### src/rtl/uart_arb_pkg.sv
// Shared types and constants for the UART transmit arbiter.
package uart_arb_pkg;

    // State encoding of the arbiter FSM
    localparam logic [1:0] ST_IDLE  = 2'd0;
    localparam logic [1:0] ST_ISSUE = 2'd1;
    localparam logic [1:0] ST_WAIT  = 2'd2;

    typedef enum logic [1:0] {
        S_IDLE  = ST_IDLE,
        S_ISSUE = ST_ISSUE,
        S_WAIT  = ST_WAIT
    } arb_state_t;

    // Default watchdog limit in s_tick units; one 8N1 frame at 16x is 160 ticks
    localparam int TO_TICKS_DEF = 255;

endpackage

### src/rtl/rr_picker.sv
// Combinational round-robin picker: first asserted req at or after last+1.
module rr_picker #(
    parameter int NREQ = 3
) (
    input  logic [NREQ-1:0]         req,
    input  logic [$clog2(NREQ)-1:0] last,
    output logic                    valid,
    output logic [$clog2(NREQ)-1:0] winner
);

    localparam int IW = $clog2(NREQ);

    logic [IW-1:0] idx;

    // Scan from farthest to nearest so the nearest requester after last wins
    always_comb begin
        valid  = 1'b0;
        winner = '0;
        idx    = '0;
        for (int k = NREQ; k >= 1; k--) begin
            idx = IW'((int'(last) + k) % NREQ);
            if (req[idx]) begin
                valid  = 1'b1;
                winner = idx;
            end
        end
    end

endmodule

### src/rtl/uart_tx_arbiter.sv
// Shares one uart_tx among NREQ byte sources: round-robin arbitration,
// grant locking for multi-byte packets, and an s_tick watchdog on tx_done.
module uart_tx_arbiter
    import uart_arb_pkg::*;
#(
    parameter int NREQ     = 3,
    parameter int TO_TICKS = TO_TICKS_DEF
) (
    input  logic                    clk,
    input  logic                    reset_n,
    input  logic                    s_tick,
    input  logic [NREQ-1:0]         req,
    input  logic [NREQ-1:0]         lock,
    input  logic [8*NREQ-1:0]       data_in,
    output logic [NREQ-1:0]         ack,
    output logic [NREQ-1:0]         done,
    output logic                    tx_start,
    output logic [7:0]              tx_din,
    input  logic                    tx_done,
    output logic                    busy,
    output logic [$clog2(NREQ)-1:0] grant_id,
    output logic                    timeout_err
);

    localparam int IW = $clog2(NREQ);
    localparam int CW = $clog2(TO_TICKS + 1);

    arb_state_t    state;
    logic [7:0]    hold;
    logic [IW-1:0] last;
    logic          lock_vld;
    logic [IW-1:0] lock_id;
    logic [CW-1:0] wd_cnt;

    logic          pick_vld;
    logic [IW-1:0] pick_id;
    logic          cap_vld;
    logic [IW-1:0] cap_id;
    logic [7:0]    cap_byte;
    logic          wd_hit;

    rr_picker #(.NREQ(NREQ)) u_pick (
        .req    (req),
        .last   (last),
        .valid  (pick_vld),
        .winner (pick_id)
    );

    // Who gets captured this cycle: lock owner, round-robin winner, or the
    // current owner continuing its packet straight out of WAIT
    always_comb begin
        cap_vld = 1'b0;
        cap_id  = pick_id;
        if (state == S_IDLE) begin
            if (lock_vld && lock[lock_id]) begin
                cap_vld = req[lock_id];
                cap_id  = lock_id;
            end else begin
                cap_vld = pick_vld;
            end
        end else if (state == S_WAIT) begin
            cap_vld = tx_done && lock[grant_id] && req[grant_id];
            cap_id  = grant_id;
        end
    end

    // Byte mux for the captured requester
    always_comb begin
        cap_byte = '0;
        for (int i = 0; i < NREQ; i++)
            if (cap_id == IW'(i)) cap_byte = data_in[8*i +: 8];
    end

    // Watchdog expires on the tick that would bring the count to TO_TICKS
    assign wd_hit = (state == S_WAIT) && s_tick && (wd_cnt >= CW'(TO_TICKS - 1));

    // done must coincide with tx_done, so it is decoded rather than registered
    assign done   = (state == S_WAIT && tx_done) ? (NREQ'(1) << grant_id) : '0;
    assign tx_din = hold;

    // Arbiter FSM with hold register, lock owner and watchdog
    always_ff @(posedge clk or negedge reset_n) begin
        if (!reset_n) begin
            state       <= S_IDLE;
            hold        <= '0;
            grant_id    <= '0;
            last        <= IW'(NREQ - 1);
            lock_vld    <= 1'b0;
            lock_id     <= '0;
            wd_cnt      <= '0;
            tx_start    <= 1'b0;
            ack         <= '0;
            busy        <= 1'b0;
            timeout_err <= 1'b0;
        end else begin
            tx_start    <= 1'b0;
            ack         <= '0;
            timeout_err <= 1'b0;
            case (state)
                S_IDLE: begin
                    // Owner released the lock: fall back to round-robin
                    if (lock_vld && !lock[lock_id]) lock_vld <= 1'b0;
                    if (cap_vld) begin
                        hold     <= cap_byte;
                        grant_id <= cap_id;
                        last     <= cap_id;
                        tx_start <= 1'b1;
                        ack      <= NREQ'(1) << cap_id;
                        busy     <= 1'b1;
                        state    <= S_ISSUE;
                    end
                end
                S_ISSUE: begin
                    wd_cnt <= '0;
                    state  <= S_WAIT;
                end
                S_WAIT: begin
                    if (tx_done) begin
                        lock_vld <= lock[grant_id];
                        lock_id  <= grant_id;
                        if (cap_vld) begin
                            hold     <= cap_byte;
                            tx_start <= 1'b1;
                            ack      <= NREQ'(1) << grant_id;
                            state    <= S_ISSUE;
                        end else begin
                            busy  <= 1'b0;
                            state <= S_IDLE;
                        end
                    end else if (wd_hit) begin
                        timeout_err <= 1'b1;
                        lock_vld    <= 1'b0;
                        busy        <= 1'b0;
                        state       <= S_IDLE;
                    end else if (s_tick && wd_cnt != CW'(TO_TICKS)) begin
                        wd_cnt <= wd_cnt + 1'b1;
                    end
                end
                default: begin
                    busy  <= 1'b0;
                    state <= S_IDLE;
                end
            endcase
        end
    end

endmodule

### config.mk
export PLATFORM = sky130hd
export DESIGN_NAME = uart_tx_arbiter
export DESIGN_NICKNAME = d
export VERILOG_FILES = /design/src/rtl/uart_arb_pkg.sv /design/src/rtl/rr_picker.sv /design/src/rtl/uart_tx_arbiter.sv
export SDC_FILE = /design/constraint.sdc
export NUM_CORES = 1
export LEC_CHECK = 0
export BUFFER_PORTS_ARGS = -buffer_cell sky130_fd_sc_hd__buf_2
export CAP_MARGIN = 20
export CORE_ASPECT_RATIO = 1.1
export CORE_UTILIZATION = 30
export CTS_CLUSTER_DIAMETER = 60
export CTS_CLUSTER_SIZE = 25
export DETAILED_ROUTE_END_ITERATION = 7
export PLACE_DENSITY = 0.51
export SLEW_MARGIN = 25
export SYNTH_ARGS = -nofsm -noshare
export SYNTH_HDL_FRONTEND = slang
export SYNTH_HIERARCHICAL = 1
export SYNTH_SLANG_ARGS = --single-unit
### constraint.sdc
create_clock -name clk -period 4.1 [get_ports clk]
set_clock_uncertainty 0.1 [all_clocks]
set_input_delay 0.82 -clock clk [delete_from_list [all_inputs] [get_ports clk]]
set_output_delay 0.82 -clock clk [all_outputs]
set_load 0.02 [all_outputs]
==> impl_metrics.json, run 1 <==
{
  "viasPerCell": 5.63,
  "rows": 31,
  "syn2layout_area_growth_pct": 18.3,
  "hold_class": "flop to flop",
  "clock_latency_ps": 280,
  "synth.distinct_cells": 58,
  "worst_setup_path_start_kind": "flop",
  "max_freq_ghz": 0.327,
  "end_kind": "flop",
  "start_util_pct": 31.8,
  "internal_power_w": 0.00109,
  "power.leakage_nw": 1.13,
  "r2r-start": "last[1]$_DFFE_PN1P_",
  "synth_edf_count": 0,
  "holdCritStartpoint": "tx_din[4]$_DFFE_PN0P_",
  "cts_tree": "yes",
  "yosys-top-cells-area": "dfrtp_1, mux2i_1, ha_1, o22a_1, nand4_1",
  "postSynthCellCount": 220,
  "overflow": 0,
  "power.density_nw_per_um2": 816,
  "routabilityCongestion": 0.886,
  "wire_per_inst_um": 16.5,
  "synth.yosys.seq_area_share_pct": 35.3,
  "finalPower_w": 0.00206,
  "ys_ff_latch": 30,
  "wl_mm": 5.75,
  "htree_levels": 2,
  "tns_ps": 0,
  "grt_start_max_net_pins": 31,
  "drive_above_1_share_pct": 29.3,
  "cp.arrival_ps": 3120,
  "synth.top_cell.area_share_pct": 34.1,
  "tightest_slew_ps": 781,
  "vias": 1960,
  "die_w_um": 82.4,
  "dp_hpwl_mm": 4.29,
  "avgSynthCellArea_um2": 9.69,
  "slew-limit-headroom_pct": 47.7,
  "clk_pin_slew_ps": 60,
  "ctsHoldBuffers": 0,
  "rsz0062_at_grt": "false",
  "fin_crit_sh_pct": 74.5,
  "finalMaxSlewViolations": 0,
  "setup_viol": 0,
  "clock-sinks": 30,
  "num_io_pins": 53,
  "p_switching_w": 0.000963,
  "synth_area_um2": 2130,
  "syn_nets": 260,
  "status": "completed",
  "core_um2": 6710,
  "switching_share_pct": 46.8,
  "antenna_found_initial": 0,
  "p_seq_share_pct": 25.4,
  "cp_data_required_time_ps": 4170,
  "drc": 0,
  "grt.total_usage_pct": 16.6,
  "antenna_cells": 0,
  "ys.flop_type": "dfrtp_1",
  "drtIter0Drc": 113,
  "critPathMaxFanout": 11,
  "die_area_um2": 7440,
  "cts_buffer_depth": 2,
  "grt_pass1_vias": 1884,
  "drt_pass1_iterations": 4,
  "power_frac_clock_pct": 14.6,
  "io_buffers": 52,
  "fillers": 710,
  "cts_made_buffers": 5,
  "post_cts_buffers": 0,
  "drt.antenna.violating_nets": 0,
  "root_buffer": "clkbuf_8",
  "yosysWarnings": 6,
  "die_h_um": 90.4,
  "critPathKind": "flop to flop",
  "cts_resized": 0,
  "pwr-share-comb_pct": 60.0,
  "drv_cap": 0,
  "crit_path_start": "last[1]$_DFFE_PN1P_",
  "grt_pass1_wl_mm": 9.41,
  "period_needed_ps": 3060,
  "nNetsFinal": 306,
  "final_hold_viol_count": 0,
  "async_flop_share_pct": 100,
  "yosysTopAreaCell": "dfrtp_1",
  "ir_drop_mv": 0.426
}
worst max-delay path, cell delays in order, from the launching register on:
cell      delay (ps)
dfstp_2          570
inv_1             60
ha_1             300
o22ai_1          200
a21oi_1           90
o21bai_1         360
o22a_1           340
nand3_1          380
a32o_1           390
o22a_1           150
registers in the layout, summed over array words and instances (netlist names):
| register | count |
|---|---|
| state | 2 |
| tx_start | 1 |
| lock_vld | 1 |
| busy | 1 |
| lock_id | 2 |
| ack | 3 |
| grant_id | 2 |
| tx_din | 8 |
| timeout_err | 1 |
| last | 1 |
| wd_cnt | 8 |
layout make-up:
cell class	instances	area (um2)	share of cell area, %
Clock buffer	6	82.6	3.28
Clock inverter	1	30.0	1.19
Inverter	9	33.8	1.34
Multi-Input combinational cell	167	1250	49.7
Sequential cell	30	752	29.8
Tap cell	82	103	4.07
Timing Repair Buffer	53	268	10.6
path summary, 6_finish.rpt:
| check | end | slack [ps] | depth (start not counted) |
|---|---|---|---|
| worst max-delay path | tx_din[5]$_DFFE_PN0P_ | 1040 | 9 |
| worst min-delay path | tx_din[4]$_DFFE_PN0P_ | 390 | 1 |
| worst max register to register | tx_din[5]$_DFFE_PN0P_ | 1040 | 9 |
| worst min register to register | tx_din[4]$_DFFE_PN0P_ | 390 | 1 |
| max in group asynchronous | grant_id[0]$_DFFE_PN0P_ | 2980 | 1 |
| min in group asynchronous | tx_start$_DFF_PN0_ | 480 | 1 |
kinds of logic (layout without fill, tap and decap cells):
kind of cell / count (synthesis) / after routing / share of synthesized area, %
XOR/XNOR: 5 / 5 / 2.06
adder cells (fa/ha/maj): 6 / 6 / 3.52
AO/OA/AOI/OAI: 73 / 73 / 26.5
AND/OR/NAND/NOR: 69 / 69 / 19.6
multiplexers: 14 / 14 / 7.05
flip-flops: 30 / 30 / 35.3
buffers and inverters: 23 / 69 / 5.93
power by group through the flow:
stage | registers, W | clock network, W | logic [W]
6_report | 0.000522 | 0.000301 | 0.00123
5_1_grt | 0.000542 | 0.000324 | 0.00136
4_1_cts | 0.000523 | 0.000316 | 0.00124
3_5_place_dp | 0.000527 | 0 | 0.00124
3_3_place_gp | 0.000527 | 0 | 0.00123
2_1_floorplan | 0.000548 | 0 | 0.000959
placed cells by master (no fill, tap or decap), drive strengths merged, types with 6 or more instances in the layout:
| cell | instances |
|---|---|
| dfrtp | 29 |
| nor2 | 14 |
| buf | 53 |
| nand3 | 6 |
| inv | 9 |
| clkbuf | 6 |
| o21ai | 8 |
| nand2 | 8 |
| mux2i | 9 |
| o22a | 8 |
| ha | 6 |
| a21oi | 11 |
| nand4 | 10 |
| o31ai | 6 |
| a32o | 6 |
| nand2b | 7 |
layer usage:
metal | wire [um] | vias to the layer above | GRT usage, %
met5 | 0 | - | 0
met2 | 2680 | 65 | 25.2
li1 | - | 933 | -
met3 | 239 | 5 | 2.63
met1 | 2750 | 957 | 23.6
met4 | 82 | 0 | 5.70
Yosys cell counts, drive strengths merged, types with 5 or more instances:
library cell	count
nor2	14
nand4	10
o31ai	6
nand3	6
o22a	8
dfrtp	29
mux2	5
nand2b	7
inv	9
xor2	5
a32o	6
nand2	8
o2bb2ai	5
buf	10
ha	6
a21oi	11
o22ai	5
mux2i	9
o21ai	8
stage by stage:
step	hold slack (ps)	cell area [um2]	utilization (%)	instances	setup slack (ps)
final	392	2520	37.6	348	1040
after global routing	424	2520	37.6	348	851
after CTS	397	2520	37.6	348	1080
after detailed placement	372	2410	35.9	341	964
after global placement	375	2410	35.9	341	995
after floorplan	367	2130	-	220	1490
No activity file was read; power rests on OpenSTA's default activity.
==> run 2, diff against run 1 <==
--- a/config.mk
+++ b/config.mk
@@ -5,6 +5,7 @@
 export SDC_FILE = /design/constraint.sdc
 export NUM_CORES = 1
 export LEC_CHECK = 0
+export ABC_AREA = 1
 export BUFFER_PORTS_ARGS = -buffer_cell sky130_fd_sc_hd__buf_2
 export CAP_MARGIN = 20
 export CORE_ASPECT_RATIO = 1.1
@@ -12,7 +13,7 @@
 export CTS_CLUSTER_DIAMETER = 60
 export CTS_CLUSTER_SIZE = 25
 export DETAILED_ROUTE_END_ITERATION = 7
-export PLACE_DENSITY = 0.51
+export PLACE_DENSITY = 0.53
 export SLEW_MARGIN = 25
 export SYNTH_ARGS = -nofsm -noshare
 export SYNTH_HDL_FRONTEND = slang
==> constraint.sdc (replaced) <==
create_clock -name clk -period 2.59 [get_ports clk]
set_clock_uncertainty 0.1 [all_clocks]
set_input_delay 0.518 -clock clk [delete_from_list [all_inputs] [get_ports clk]]
set_output_delay 0.518 -clock clk [all_outputs]
set_load 0.02 [all_outputs]
==> impl_metrics.json, run 2 <==
{
  "status": "completed",
  "cts_buffer_depth": 2,
  "hold_class": "primary input to async pin",
  "r2r_end": "tx_din[7]$_DFFE_PN0P_",
  "viasPerCell": 4.63,
  "dp_hpwl_mm": 3.78,
  "die_w_um": 80.8,
  "synth.top_cell.area_share_pct": 35.4,
  "antenna_found_initial": 0,
  "finalPower_w": 0.00346,
  "ir_drop_mv": 0.590,
  "synth_area_um2": 2050,
  "htree_levels": 2,
  "end_kind": "flop",
  "period_needed_ps": 2380,
  "final_hold_viol_count": 0,
  "synth.distinct_cells": 27,
  "crit_chain": "inv_1 -> ha_1 -> nand2_1 -> nand3_1 -> nand2_1 -> nand3_1 -> nand2_1 -> nand2_1 -> nand2_1 -> inv_1 -> o21ai_4 -> nor2_4 -> buf_4 -> o21ai_1 -> nand2_1 -> nand2_1 -> nand2_1",
  "tightest_slew_ps": 706,
  "cts_made_buffers": 5,
  "wire_per_inst_um": 11.9,
  "final_cell_mix": "nand2_1, buf_2, nand3_1",
  "syn_nets": 338,
  "vias": 2041,
  "rows": 31,
  "fin_crit_sh_pct": 92.0,
  "rsz0062_at_grt": "true",
  "avgSynthCellArea_um2": 6.87,
  "synth_edf_count": 0,
  "cpMostUsedCell": "nand2_1",
  "finalMaxSlewViolations": 0,
  "ys_ff_latch": 30,
  "slew-limit-headroom_pct": 52.9,
  "power.leakage_nw": 1.39,
  "whs_ps": 184,
  "ys.flop_type": "dfrtp_1",
  "crit_path_start": "last[1]$_DFFE_PN1P_",
  "die_h_um": 88.7,
  "power.density_nw_per_um2": 1330,
  "start_util_pct": 31.1,
  "cts_tree": "yes",
  "setup_viol": 0,
  "ctsHoldBuffers": 0,
  "critPathMaxFanout": 8,
  "drtIter0Drc": 71,
  "clock_latency_ps": 280,
  "mostFrequentLayoutCell": "nand2_1",
  "syn2layout_area_growth_pct": 27.2,
  "num_io_pins": 53,
  "core_um2": 6590,
  "root_buffer": "clkbuf_8",
  "r2r-start": "last[1]$_DFFE_PN1P_",
  "grt_pass1_vias": 1966,
  "drc": 0,
  "io_buffers": 52,
  "rrSetupSlack_ps": 210,
  "yosysTopAreaCell": "dfrtp_1",
  "clk_pin_slew_ps": 70,
  "cp_data_required_time_ps": 2660,
  "drive_above_1_share_pct": 31.2,
  "grt_start_max_net_pins": 31,
  "antenna_cells": 0,
  "grt.total_usage_pct": 15.8,
  "overflow": 0,
  "cp.arrival_ps": 2460,
  "drt_pass1_iterations": 4,
  "critPathKind": "flop to flop",
  "async_flop_share_pct": 100,
  "routabilityCongestion": 0.829,
  "clock-sinks": 30,
  "postSynthCellCount": 298,
  "synth.yosys.seq_area_share_pct": 36.7,
  "yosys-top-cells-area": "dfrtp_1, nand2_1, nand3_1, inv_1, o21ai_1",
  "drv_cap": 0,
  "nNetsFinal": 398,
  "slowest_delay_ps": 560,
  "worst_setup_path_start_kind": "flop",
  "max_freq_ghz": 0.420,
  "yosysWarnings": 6,
  "r2r_cells": 17,
  "ys_top_cells_by_count": "nand2_1, nand3_1, inv_1, dfrtp_1",
  "die_area_um2": 7160,
  "drt.antenna.violating_nets": 0,
  "grt_pass1_wl_mm": 8.72,
  "cp_slowest_cell": "dfstp_2",
  "synth.most_common_cell": "nand2_1",
  "wl_mm": 5.24
}
## run 2: cell types whose count changed after synthesis, sizes merged, moves of 7 or more
cell,before,now
mux2i,9,0
nand3,6,43
o21ai,8,18
nand2b,7,0
inv,9,47
nor2,14,23
nand4,10,2
o22a,8,0
nand2,8,92
## run 2: kinds of logic after synthesis
family | synth area share, %
flops | 36.7
compound gates | 9.77
simple gates | 37.8
fa+ha+maj | 3.67
buf+inv | 12.0
## run 2: critical path: cells and delay by family (launching register included)
kind / cells / cell delay [ps]
AND/OR/NAND/NOR: 11 / 790
AO/OA/AOI/OAI: 2 / 300
adder cells (fa/ha/maj): 1 / 240
flip-flops: 1 / 560
buffers and inverters: 3 / 290
## run 2: worst max-delay path by stage
stage,endpoint,slack (ps),depth (start not counted)
finish,tx_din[7]$_DFFE_PN0P_,210,17
detailed placement,tx_din[3]$_DFFE_PN0P_,50,16
floorplan,tx_din[3]$_DFFE_PN0P_,370,16
global placement,tx_din[3]$_DFFE_PN0P_,90,16
CTS,tx_din[3]$_DFFE_PN0P_,30,15
global route,tx_din[1]$_DFFE_PN0P_,-10,16
## run 2: area by class of cell
cell class | instances | area [um2]
Clock buffer | 6 | 82.6
Clock inverter | 2 | 60.1
Fill cell | 710 | 3990
Inverter | 53 | 199
Multi-Input combinational cell | 211 | 1110
Sequential cell | 30 | 753
Tap cell | 82 | 103
Timing Repair Buffer | 57 | 298
## run 2: what timing repair did
| action | in CTS | in global routing |
|---|---|---|
| resized for setup | 0 | 10 |
| endpoints found under the setup margin | 0 | 10 |
| endpoints found under the hold margin | 0 | 0 |
| setup buffers | 0 | 2 |
## run 2: power by group
part	switching, W	leakage (nW)	internal [W]	total [W]
clock network	0.000190	0.0714	0.000410	0.000600
registers	0.000118	0.388	0.000639	0.000758
logic	0.00140	0.932	0.000702	0.00210
total	0.00171	1.39	0.00175	0.00346
## run 2: metrics by stage
step / TNS (ps) / util (%) / cells / area, um2 / setup WS [ps]
final: 0 / 39.5 / 441 / 2610 / 208
after global routing: -14.6 / 39.5 / 441 / 2610 / -11.4
after CTS: 0 / 38.3 / 437 / 2530 / 28.7
after detailed placement: 0 / 36.2 / 429 / 2390 / 52.1
after global placement: 0 / 36.2 / 429 / 2390 / 88.3
after floorplan: 0 / - / 298 / 2050 / 373
## run 2: layer usage
layer	global-route usage (%)	wire (um)
met2	26.7	2420
met3	4.02	197
met5	0	0
met4	5.19	59
met1	19.5	2560
